[src/rtl/add_tile_stream.sv]
`default_nettype none
// ============================================================================
// Module      : add_tile_stream
// Description : Accepts a valid/ready stream of operand pairs, adds each pair
//               and packs the sums row-major into a 4x4 staging tile. A beat
//               flagged in_last before the 16th element ends the tile early;
//               the remaining elements are zero-filled one per cycle. The
//               completed tile is held on o11..o44 with out_load asserted
//               until out_ready accepts it.
//               Optional build macro ADD_SAT_EN: operands are treated as
//               two's-complement and sums saturate to the signed max/min
//               instead of wrapping.
// Revision    : 1.0 - initial release
// ============================================================================
module add_tile_stream #(
    parameter int WIDTH = 32
) (
    input  logic             clk,
    input  logic             rst,
    input  logic             in_valid,
    output logic             in_ready,
    input  logic [WIDTH-1:0] in_a,
    input  logic [WIDTH-1:0] in_b,
    input  logic             in_last,
    output logic             out_load,
    input  logic             out_ready,
    output logic             tile_short,
    output logic [WIDTH-1:0] o11,
    output logic [WIDTH-1:0] o12,
    output logic [WIDTH-1:0] o13,
    output logic [WIDTH-1:0] o14,
    output logic [WIDTH-1:0] o21,
    output logic [WIDTH-1:0] o22,
    output logic [WIDTH-1:0] o23,
    output logic [WIDTH-1:0] o24,
    output logic [WIDTH-1:0] o31,
    output logic [WIDTH-1:0] o32,
    output logic [WIDTH-1:0] o33,
    output logic [WIDTH-1:0] o34,
    output logic [WIDTH-1:0] o41,
    output logic [WIDTH-1:0] o42,
    output logic [WIDTH-1:0] o43,
    output logic [WIDTH-1:0] o44
);

    localparam logic [1:0] c_FILL = 2'd0;
    localparam logic [1:0] c_PAD  = 2'd1;
    localparam logic [1:0] c_HOLD = 2'd2;

    localparam logic [3:0] c_LAST_IDX = 4'd15;

    logic [1:0]       r_state;
    logic [1:0]       w_next_state;
    logic [3:0]       r_idx;
    logic             r_short;
    logic [WIDTH-1:0] r_tile [16];
    logic [WIDTH-1:0] w_sum;
    logic             w_accept;

    assign w_accept = in_valid & in_ready;

`ifdef ADD_SAT_EN
    localparam logic [WIDTH-1:0] c_SMAX = {1'b0, {(WIDTH-1){1'b1}}};
    localparam logic [WIDTH-1:0] c_SMIN = {1'b1, {(WIDTH-1){1'b0}}};

    logic [WIDTH-1:0] w_raw_sum;
    logic             w_ovf;

    assign w_raw_sum = in_a + in_b;
    // Signed overflow: operands share a sign that the wrapped sum does not.
    assign w_ovf = (in_a[WIDTH-1] == in_b[WIDTH-1]) &&
                   (w_raw_sum[WIDTH-1] != in_a[WIDTH-1]);

    // Clamp toward the operands' sign when the signed sum overflows.
    always_comb begin
        w_sum = w_raw_sum;
        if (w_ovf) begin
            w_sum = in_a[WIDTH-1] ? c_SMIN : c_SMAX;
        end
    end
`else
    // Modulo 2^WIDTH sum; carry out is dropped.
    assign w_sum = in_a + in_b;
`endif

    // State register.
    always_ff @(posedge clk or posedge rst) begin
        if (rst) begin
            r_state <= c_FILL;
        end else begin
            r_state <= w_next_state;
        end
    end

    // Next-state: fill until the 16th beat or an early last, pad to the end,
    // then hold until the tile is taken.
    always_comb begin
        w_next_state = r_state;
        case (r_state)
            c_FILL: begin
                if (w_accept) begin
                    if (r_idx == c_LAST_IDX) begin
                        w_next_state = c_HOLD;
                    end else if (in_last) begin
                        w_next_state = c_PAD;
                    end
                end
            end
            c_PAD: begin
                if (r_idx == c_LAST_IDX) begin
                    w_next_state = c_HOLD;
                end
            end
            c_HOLD: begin
                if (out_ready) begin
                    w_next_state = c_FILL;
                end
            end
            default: w_next_state = c_FILL;
        endcase
    end

    // Handshake outputs decoded from the current state.
    always_comb begin
        in_ready = 1'b0;
        out_load = 1'b0;
        case (r_state)
            c_FILL:  in_ready = 1'b1;
            c_HOLD:  out_load = 1'b1;
            default: ;
        endcase
    end

    // Tile storage, element index and short-tile flag.
    always_ff @(posedge clk or posedge rst) begin
        if (rst) begin
            r_idx   <= 4'd0;
            r_short <= 1'b0;
            for (int i = 0; i < 16; i++) begin
                r_tile[i] <= '0;
            end
        end else begin
            case (r_state)
                c_FILL: begin
                    if (w_accept) begin
                        r_tile[r_idx] <= w_sum;
                        r_idx         <= r_idx + 4'd1;
                        if (in_last && (r_idx != c_LAST_IDX)) begin
                            r_short <= 1'b1;
                        end
                    end
                end
                c_PAD: begin
                    r_tile[r_idx] <= '0;
                    r_idx         <= r_idx + 4'd1;
                end
                c_HOLD: begin
                    if (out_ready) begin
                        r_idx   <= 4'd0;
                        r_short <= 1'b0;
                    end
                end
                default: ;
            endcase
        end
    end

    assign tile_short = r_short;

    assign o11 = r_tile[0];
    assign o12 = r_tile[1];
    assign o13 = r_tile[2];
    assign o14 = r_tile[3];
    assign o21 = r_tile[4];
    assign o22 = r_tile[5];
    assign o23 = r_tile[6];
    assign o24 = r_tile[7];
    assign o31 = r_tile[8];
    assign o32 = r_tile[9];
    assign o33 = r_tile[10];
    assign o34 = r_tile[11];
    assign o41 = r_tile[12];
    assign o42 = r_tile[13];
    assign o43 = r_tile[14];
    assign o44 = r_tile[15];

endmodule
`default_nettype wire

[config.mk]
export PLATFORM = sky130hd
export DESIGN_NAME = add_tile_stream
export DESIGN_NICKNAME = d
export VERILOG_FILES = /design/src/rtl/add_tile_stream.sv
export SDC_FILE = /design/constraint.sdc
export NUM_CORES = 1
export LEC_CHECK = 0
export ABC_AREA = 1
export CORE_ASPECT_RATIO = 0.7
export CORE_MARGIN = 3
export CORE_UTILIZATION = 35
export CTS_BUF_LIST = sky130_fd_sc_hd__clkbuf_16
export CTS_CLUSTER_SIZE = 30
export DETAILED_ROUTE_END_ITERATION = 6
export GPL_ROUTABILITY_DRIVEN = 0
export GPL_TIMING_DRIVEN = 0
export PLACE_DENSITY = 0.74
export SYNTH_ARGS = -nofsm -noshare
export SYNTH_HDL_FRONTEND = slang
export SYNTH_SLANG_ARGS = --single-unit
[constraint.sdc]
create_clock -name clk -period 16.4 [get_ports clk]
set_input_delay 3.28 -clock clk [delete_from_list [all_inputs] [get_ports clk]]
set_output_delay 3.28 -clock clk [all_outputs]
set_load 0.05 [all_outputs]
Word-level counts from Yosys, hierarchy flattened
Cells that the tools add are included.
W data, S select, Z words.
- memories kept: 0
- bits in latches: 0
- word-level logic and storage cells: 66
- ROM bits: 0
- register bits after elaboration: 519
- output and inout bits: 515
- bits in writable memories: 0
- input bits: 69
- add/sub/neg operators: 2
- reductions and logical operators: 10
- magnitude comparators: 2
- div/mod/pow operators: 0
- multiply operators: 0
- equal/unequal tests: 9
- bitwise operators: 4
- multiplexer cells: 20
- shift operators: 0
- operators with widths (operator ; number):
    $pmux W512 S2 ; 1
    $and A512 B512 Y512 ; 1
    $bwmux W512 ; 1
    $mux W512 ; 1
    $not A512 Y512 ; 1
    $demux W32 S4 ; 1
    $add A32 B32 Y32 ; 1
    $mux W32 ; 1
    $pmux W4 S3 ; 1
    $mux W2 ; 5
    $mux W4 ; 2
    $ne A2 B2 Y1 const B ; 4
    $reduce_and A4 Y1 ; 2
    $pmux W2 S3 ; 1
    $ge A5 B5 Y1 const B ; 1
    $lt A5 B1 Y1 const B ; 1
    $mux W1 ; 5
    $not A4 Y5 ; 1
    $add A4 B1 Y4 const B ; 1
    $eq A4 B4 Y1 const B ; 1
    $ne A4 B4 Y1 const B ; 1
    $reduce_bool A2 Y1 ; 2
    $ne A3 B3 Y1 const B ; 1
    $reduce_and A3 Y1 ; 1
    other kinds (8) ; 9

Longest topological paths before layout
Gate-level depths: netlist of run 1.
- depth after elaboration: 8
- gate-level depth with buffers: 14
- gate-level depth less buffers: 13

Least setup slack after synthesis of run 1
Ideal clock, no wire load.
- path type: input to register
- start point: in in_a[0]
- end point: reg r_tile, in the netlist o14[10]
- setup time: 0.135 ns
- arrival: 4.938 ns
- stages: 12
- required time: 16.265 ns
- buffers on the path: 1
- setup slack: 11.327 ns
- path through: ha_1 > fa_1 > nand2_1 > nand2_1 > nand3b_1 > nand2_2 > nand2_1 > nand2_1 > or2_2 > nand3_2 > clkbuf_2 > o21ai_0
- word-level cells in the longest chain between the ends: 4
- RTL lines (element ; line ; text):
    start, declared ; 22 ; input logic [WIDTH-1:0] in_a,
    $add A32 B32 Y32 ; 83 ; assign w_sum = in_a + in_b;
    $bwmux W512 ; 146 ; r_tile[r_idx] <= w_sum;
    $mux W512 ; 145 ; if (w_accept) begin
    $pmux W512 S2 ; 143 ; case (r_state)
    end signal, assigned by index ; 146 ;
    end, declared ; 56 ; logic [WIDTH-1:0] r_tile [16];
No other way between the ends. The select of a mux whose other input is x is not followed.
A chain may end at the register's enable or synchronous reset.

Worst setup path in the final report of run 1
- start point: in in_a[11]
- end point: reg r_tile, in the netlist o31[13]
Same word-level chain as after synthesis.

==> results of run 1 <==
==> path summary, 6_finish.rpt <==
check / startpoint / endpoint / slack, ps / cells past startpoint
max in group asynchronous: rst / o12[8]$_DFFE_PP0P_ / 11300 / 9
min: o21[1]$_DFFE_PP0P_ / o21[1]$_DFFE_PP0P_ / 470 / 2
min reg2reg: o21[1]$_DFFE_PP0P_ / o21[1]$_DFFE_PP0P_ / 470 / 2
min in group asynchronous: rst / o44[16]$_DFFE_PP0P_ / 2980 / 2
max: in_a[11] / o31[13]$_DFFE_PP0P_ / 10550 / 11
max reg2reg: r_state[0]$_DFFE_PP0P_ / o33[30]$_DFFE_PP0P_ / 13700 / 8
==> stage by stage <==
step	instances	area, µm²
2_1_floorplan	2551	22400
3_3_place_gp	3953	29200
6_report	4059	31100
3_5_place_dp	3967	29500
5_1_grt	4057	31100
4_1_cts	4057	31100
==> per-layer routing <==
| layer | vias to the layer above | global-route usage | wire, µm |
|---|---|---|---|
| li1 | 9526 | - | - |
| met1 | 10304 | 0.382 | 40800 |
| met2 | 1032 | 0.408 | 40400 |
| met3 | 142 | 0.0822 | 9710 |
| met4 | 4 | 0.0571 | 2030 |
| met5 | - | 0 | 26 |
==> cell usage after synthesis (2+ instances only) <==
| master | count | area share |
|---|---|---|
| clkbuf_2 | 17 | 0.0038 |
| buf_4 | 21 | 0.0070 |
| a21oi_2 | 6 | 0.0023 |
| a31oi_1 | 14 | 0.0039 |
| o21bai_1 | 5 | 0.0017 |
| nand2_2 | 9 | 0.0025 |
| nand2_1 | 985 | 0.17 |
| nor2_8 | 6 | 0.0054 |
| nor4_1 | 2 | 0.00056 |
| nand3_1 | 37 | 0.0083 |
| clkbuf_1 | 37 | 0.0062 |
| buf_1 | 7 | 0.0012 |
| nor2_1 | 126 | 0.021 |
| buf_2 | 54 | 0.012 |
| o21ai_2 | 10 | 0.0039 |
| nor2_4 | 3 | 0.0015 |
| nand3_2 | 13 | 0.0058 |
| ha_1 | 35 | 0.020 |
| inv_1 | 142 | 0.024 |
| nor2_2 | 17 | 0.0048 |
| nand4_1 | 102 | 0.029 |
| nor3_1 | 18 | 0.0040 |
| inv_2 | 7 | 0.0012 |
| dfrtp_1 | 519 | 0.58 |
| nor3_2 | 2 | 0.00090 |
| a21o_1 | 2 | 0.00067 |
| o21ai_1 | 39 | 0.0087 |
| nand3b_1 | 4 | 0.0013 |
| buf_6 | 5 | 0.0025 |
| a21oi_1 | 80 | 0.018 |
| o21ai_0 | 220 | 0.049 |
==> cell type report <==
class                           instances  area (µm²)
Fill cell                            5790       31300
Inverter                              149         563
Antenna cell                            2        5.00
Clock buffer                           51        1280
Clock inverter                         39         335
Buffer                                142         754
Tap cell                              819        1020
Timing Repair Buffer                  597        6120
Sequential cell                       519       13000
Multi-Input combinational cell       1741        8070
==> kinds of logic after synthesis <==
| logic type | share of synthesized area |
|---|---|
| and+or+nand+nor | 0.251 |
| buffers and inverters | 0.0587 |
| DFF | 0.581 |
| adders and majority gates | 0.0205 |
| xor gates and xnor gates | 0.000392 |
| AOI/OAI and AO/OA | 0.0884 |
==> critical path: cells and delay by family <==
kind / cells / cell delay, ps
compound gates: 3 / 1010
buf+inv: 3 / 930
simple gates: 4 / 620
fa+ha+maj: 1 / 420
==> power by group through the flow <==
stage | clock (mW) | sequential (mW) | combinational (mW)
after floorplan | 0 | 3.87 | 1.05
after global placement | 0 | 2.14 | 4.51
after detailed placement | 0 | 2.14 | 4.56
after CTS | 1.20 | 2.13 | 4.58
after global routing | 1.25 | 2.19 | 4.80
final | 1.18 | 2.14 | 4.58
==> reports/results.tsv, run 1 <==
metric	value	unit
status	finished clean	
hold_viol_final	0	
vias_per_cell	5.18	
yosysWarnings	0	
startpoint_type	input pin	
seq_area_frac_synth	0.581	
row_count	76	
synth-seq-cells	519	
wl_per_cell	22.9	µm
post-route-period-util	0.357	
grt_pass1_wl	135	mm
drc	0	
setup_viol	0	
fin_nets	3306	
yosys.cell_types.count	38	
setup_slack	10550	ps
switching_share	0.527	
clk_path_buf_depth	3	
worstPathCellList	clkdlybuf4s50_1 > ha_1 > nand2_1 > inv_1 > nand2_1 > nand2_1 > a21oi_1 > nand2_1 > o21ai_1 > clkbuf_2 > o21ai_0	
crit_top_cell	nand2_1	
synth_edf_count	0	
clock_latency	590	ps
antenna_found_initial	2	
start_util	0.359	
tightest_slew	1310	ps
async_flop_share	1.00	
cp.arrival	6300	ps
synth.net_count	2656	
netlist_area	0.0224	mm²
cts_hold_buf	0	
maxCapViolCount	0	
ioPinCount	584	
p_leak	15.1	nW
final_cell_mix	985 x nand2_1, 583 x clkdlybuf4s50_1, 519 x dfrtp_1	
drive_gt1_frac	0.0797	
die_y	218	µm
dr.pass1.iters	6	
whs	473	ps
cts.reportedPaths.clkPinSlew	70	ps
final_common_cell	nand2_1	
grt_pass1_vias	19987	
post_cts_buffers	0	
syn_inst	2551	
dp_worst_setup_slack	10070	ps
die_w	308	µm
fin_util	0.499	
core	0.0624	mm²
clock_sinks	519	
drv_slew	0	
root_buffer	clkbuf_16	
max_slew_margin	0.128	
dieArea	0.0670	mm²
critical_path_class	in -> reg	
ant_nets	0	
cts_tree	built	
period_needed	5850	ps
skew	23.8	ps
post_cts_resized	0	
setup_tns	0	ps
syn2layout_area_growth	39.2	%
cp_max_fo	10	
grt-ovfl-total	0	
gr-usage-all-layers	0.269	
vias	21008	
hpwl	70.5	mm
fmax	0.171	GHz
port_buffers	583	
synth_flop_cell	dfrtp_1	
grt_max_degree	44	
initialDrtViolationCount	1909	
avgSynthCellArea	8.77	µm²
comb_power_share	0.580	
slowest_delay	740	ps
p_per_area	254	mW/mm²
pwr-share-seq	0.271	
hp-class	reg -> reg	
cts_buffers	51	
htree_levels	2	
required	16840	ps
internal_power	3.74	mW
p_sw	4.16	mW
power	7.89	mW
irDropWorstVdd	0.119	mV
slowest_stage	o21ai_1	
crit_path_end_kind	flip-flop	
grt_setup_unrepaired	no	
finalWirelength	93.0	mm
p_clk_frac	0.149	
Power figures use the tool's default switching activity.
==> run 2: changes to the inputs <==
PLACE_DENSITY = 0.72   (was 0.74)
clock period = 5.5 ns   (was 16.4 ns; I/O delays follow)
==> run 2 against run 1 <==
Effect of this change: sequential power grew to 3.0 times the previous value; critical path depth increased by 2; flip-flop and latch count unchanged; hold slack lost 2.1 ps; total power grew to 3.0 times the previous value; non-clock buffer count stayed put; die area stayed put; sequential share of layout area about the same; wire length up 0.53%.
==> reports/results.tsv, run 2 (synthesized netlist as in run 1, its figures left out) <==
metric	value	unit	change
path_delay_family	buffers and inverters		was compound AO/OA/AOI/OAI gates
grt_pass1_vias	20292		was 19,987
pwr-share-seq	0.270		was 0.271
comb_power_share	0.580		about the same
vias_per_cell	5.19		was 5.18
initialDrtViolationCount	2057		was 1,909
hpwl	71.3	mm	was 70.5 mm
clk_path_buf_depth	3		unchanged
holdPathStages	2		unchanged
drc	0		unchanged
grt_setup_unrepaired	no		unchanged
instances_no_fill	4065		was 4,059
dpl_cell_area	0.0295	mm²	unchanged
cp_num_cells	13		was 11
cts.reportedPaths.clkPinSlew	60	ps	was 70 ps
htree_levels	2		unchanged
crit_top_cell	nand2_1		unchanged
grt_max_degree	43		was 44
period_needed	3560	ps	
cts_tree	built		unchanged
final_cell_mix	985 x nand2_1, 583 x clkdlybuf4s50_1, 519 x dfrtp_1		unchanged
p_sw	12.4	mW	was 4.16 mW
ant_nets	0		unchanged
p_leak	15.1	nW	about the same
switching_share	0.526		was 0.527
cts_hold_buf	0		unchanged
tightest_slew	1020	ps	was 1310 ps
die_y	218	µm	unchanged
p_clk_frac	0.150		was 0.149
slowest_delay	650	ps	was 740 ps
dr.pass1.iters	6		unchanged
grt_pass1_wl	137	mm	was 135 mm
gr-usage-all-layers	0.273		was 0.269
hold_viol_final	0		unchanged
maxCapViolCount	0		unchanged
critical_path_class	in -> reg		unchanged
port_buffers	583		unchanged
internal_power	11.2	mW	was 3.74 mW
required	5920	ps	was 16,840 ps
cp_max_fo	10		unchanged
fmax	0.281	GHz	
dp_worst_setup_slack	1400	ps	was 10,070 ps
clock_latency	600	ps	was 590 ps
crit_path_end_kind	flip-flop		unchanged
post_cts_buffers	0		unchanged
start_util	0.359		unchanged
setup_slack	1940	ps	was 10,550 ps
dp.cells	3967		unchanged
post_cts_resized	0		unchanged
clock_sinks	519		unchanged
ioPinCount	584		unchanged
r2r_cells	10		was 8
hp-class	reg -> reg		unchanged
cp.arrival	3980	ps	was 6300 ps
drive_gt1_frac	0.0808		was 0.0797
irDropWorstVdd	0.341	mV	was 0.119 mV
die_w	308	µm	unchanged
drv_slew	0		unchanged
setup_viol	0		unchanged
syn2layout_area_growth	39.3	%	was 39.2%
cts_buffers	52		was 51
max_slew_margin	0.320		was 0.128
stdcell_area	0.0312	mm²	was 0.0311 mm²
dieArea	0.0670	mm²	unchanged
wl_per_cell	23.0	µm	was 22.9 µm
skew	20.9	ps	was 23.8 ps
post-route-period-util	0.647		
fin_nets	3307		was 3,306
setup_tns	0	ps	unchanged
crit_buf_inv	3		unchanged
status	finished clean		unchanged
fillCellCount	5809		was 5,790
p_per_area	756	mW/mm²	was 254 mW/mm²
worstPathCellList	clkdlybuf4s50_1 > ha_1 > nand2_1 > inv_1 > a21oi_1 > nand2_1 > nand2_1 > nand2_2 > nor2_1 > nor2_1 > nand2_1 > clkbuf_1 > o21ai_0		was clkdlybuf4s50_1 > ha_1 > nand2_1 > inv_1 > nand2_1 > nand2_1 > a21oi_1 > nand2_1 > o21ai_1 > clkbuf_2 > o21ai_0
grt-ovfl-total	0		unchanged
antenna_found_initial	3		was 2
core	0.0624	mm²	unchanged
final_common_cell	nand2_1		unchanged
finalWirelength	93.5	mm	was 93.0 mm
row_count	76		unchanged
fin_util	0.500		was 0.499
slowest_stage	clkbuf_1		was o21ai_1
vias	21078		was 21,008
startpoint_type	input pin		unchanged
root_buffer	clkbuf_16		unchanged
-- run 2: path summary, 6_finish.rpt --
kind,to,slack [ps],startpoint
worst max register to register,o12[22]$_DFFE_PP0P_,2660,r_idx[1]$_DFFE_PP0P_
min in group asynchronous,o11[10]$_DFFE_PP0P_,840,rst
worst min-delay path,o22[1]$_DFFE_PP0P_,470,o22[1]$_DFFE_PP0P_
worst max-delay path,o32[11]$_DFFE_PP0P_,1940,in_a[5]
max in group asynchronous,o13[5]$_DFFE_PP0P_,3020,rst
worst min register to register,o22[1]$_DFFE_PP0P_,470,o22[1]$_DFFE_PP0P_
-- run 2: area by class of cell --
class                   count  area, µm²  share of cell area
repair buffers            597       6120               0.196
clock buffers              53       1330              0.0426
inverters                 149        563              0.0181
clock inverters            43        317              0.0102
multi-input cells        1741       8070               0.259
well taps                 819       1020              0.0329
plain buffers             142        754              0.0242
flip-flops and latches    519      13000               0.417
diodes                      2       5.00            0.000161
-- run 2: power by group through the flow --
stage               Clock, mW  Combinational, mW  Sequential (mW)
floorplan                   0               3.13             11.5
global placement            0               13.5             6.36
detailed placement          0               13.7             6.37
CTS                      3.60               13.7             6.34
global route             3.75               14.3             6.52
finish                   3.53               13.7             6.35
-- run 2: layer usage --
layer,global-route usage,up-vias,part of all wire
met4,0.0619,2,0.022
met5,0.00727,-,0.00071
met1,0.389,10374,0.44
li1,-,9523,-
met2,0.407,1039,0.43
met3,0.0855,140,0.11
-- run 2: worst register-to-register path, stage by stage (launching register included) --
cell and delay (ps):
dfrtp_1 420, inv_1 120, ha_1 160, inv_1 90, nor2_1 110, inv_1 70
nor2_2 550, inv_1 520, clkbuf_1 420, nand2_1 150, o21ai_0 80
-- run 2: metrics by stage --
step / hold WS, ps / total power [mW]
4_1_cts: 476 / 23.6
3_3_place_gp: 454 / 19.9
5_1_grt: 498 / 24.6
3_5_place_dp: 462 / 20.0
2_1_floorplan: 594 / 14.7
6_report: 471 / 23.5
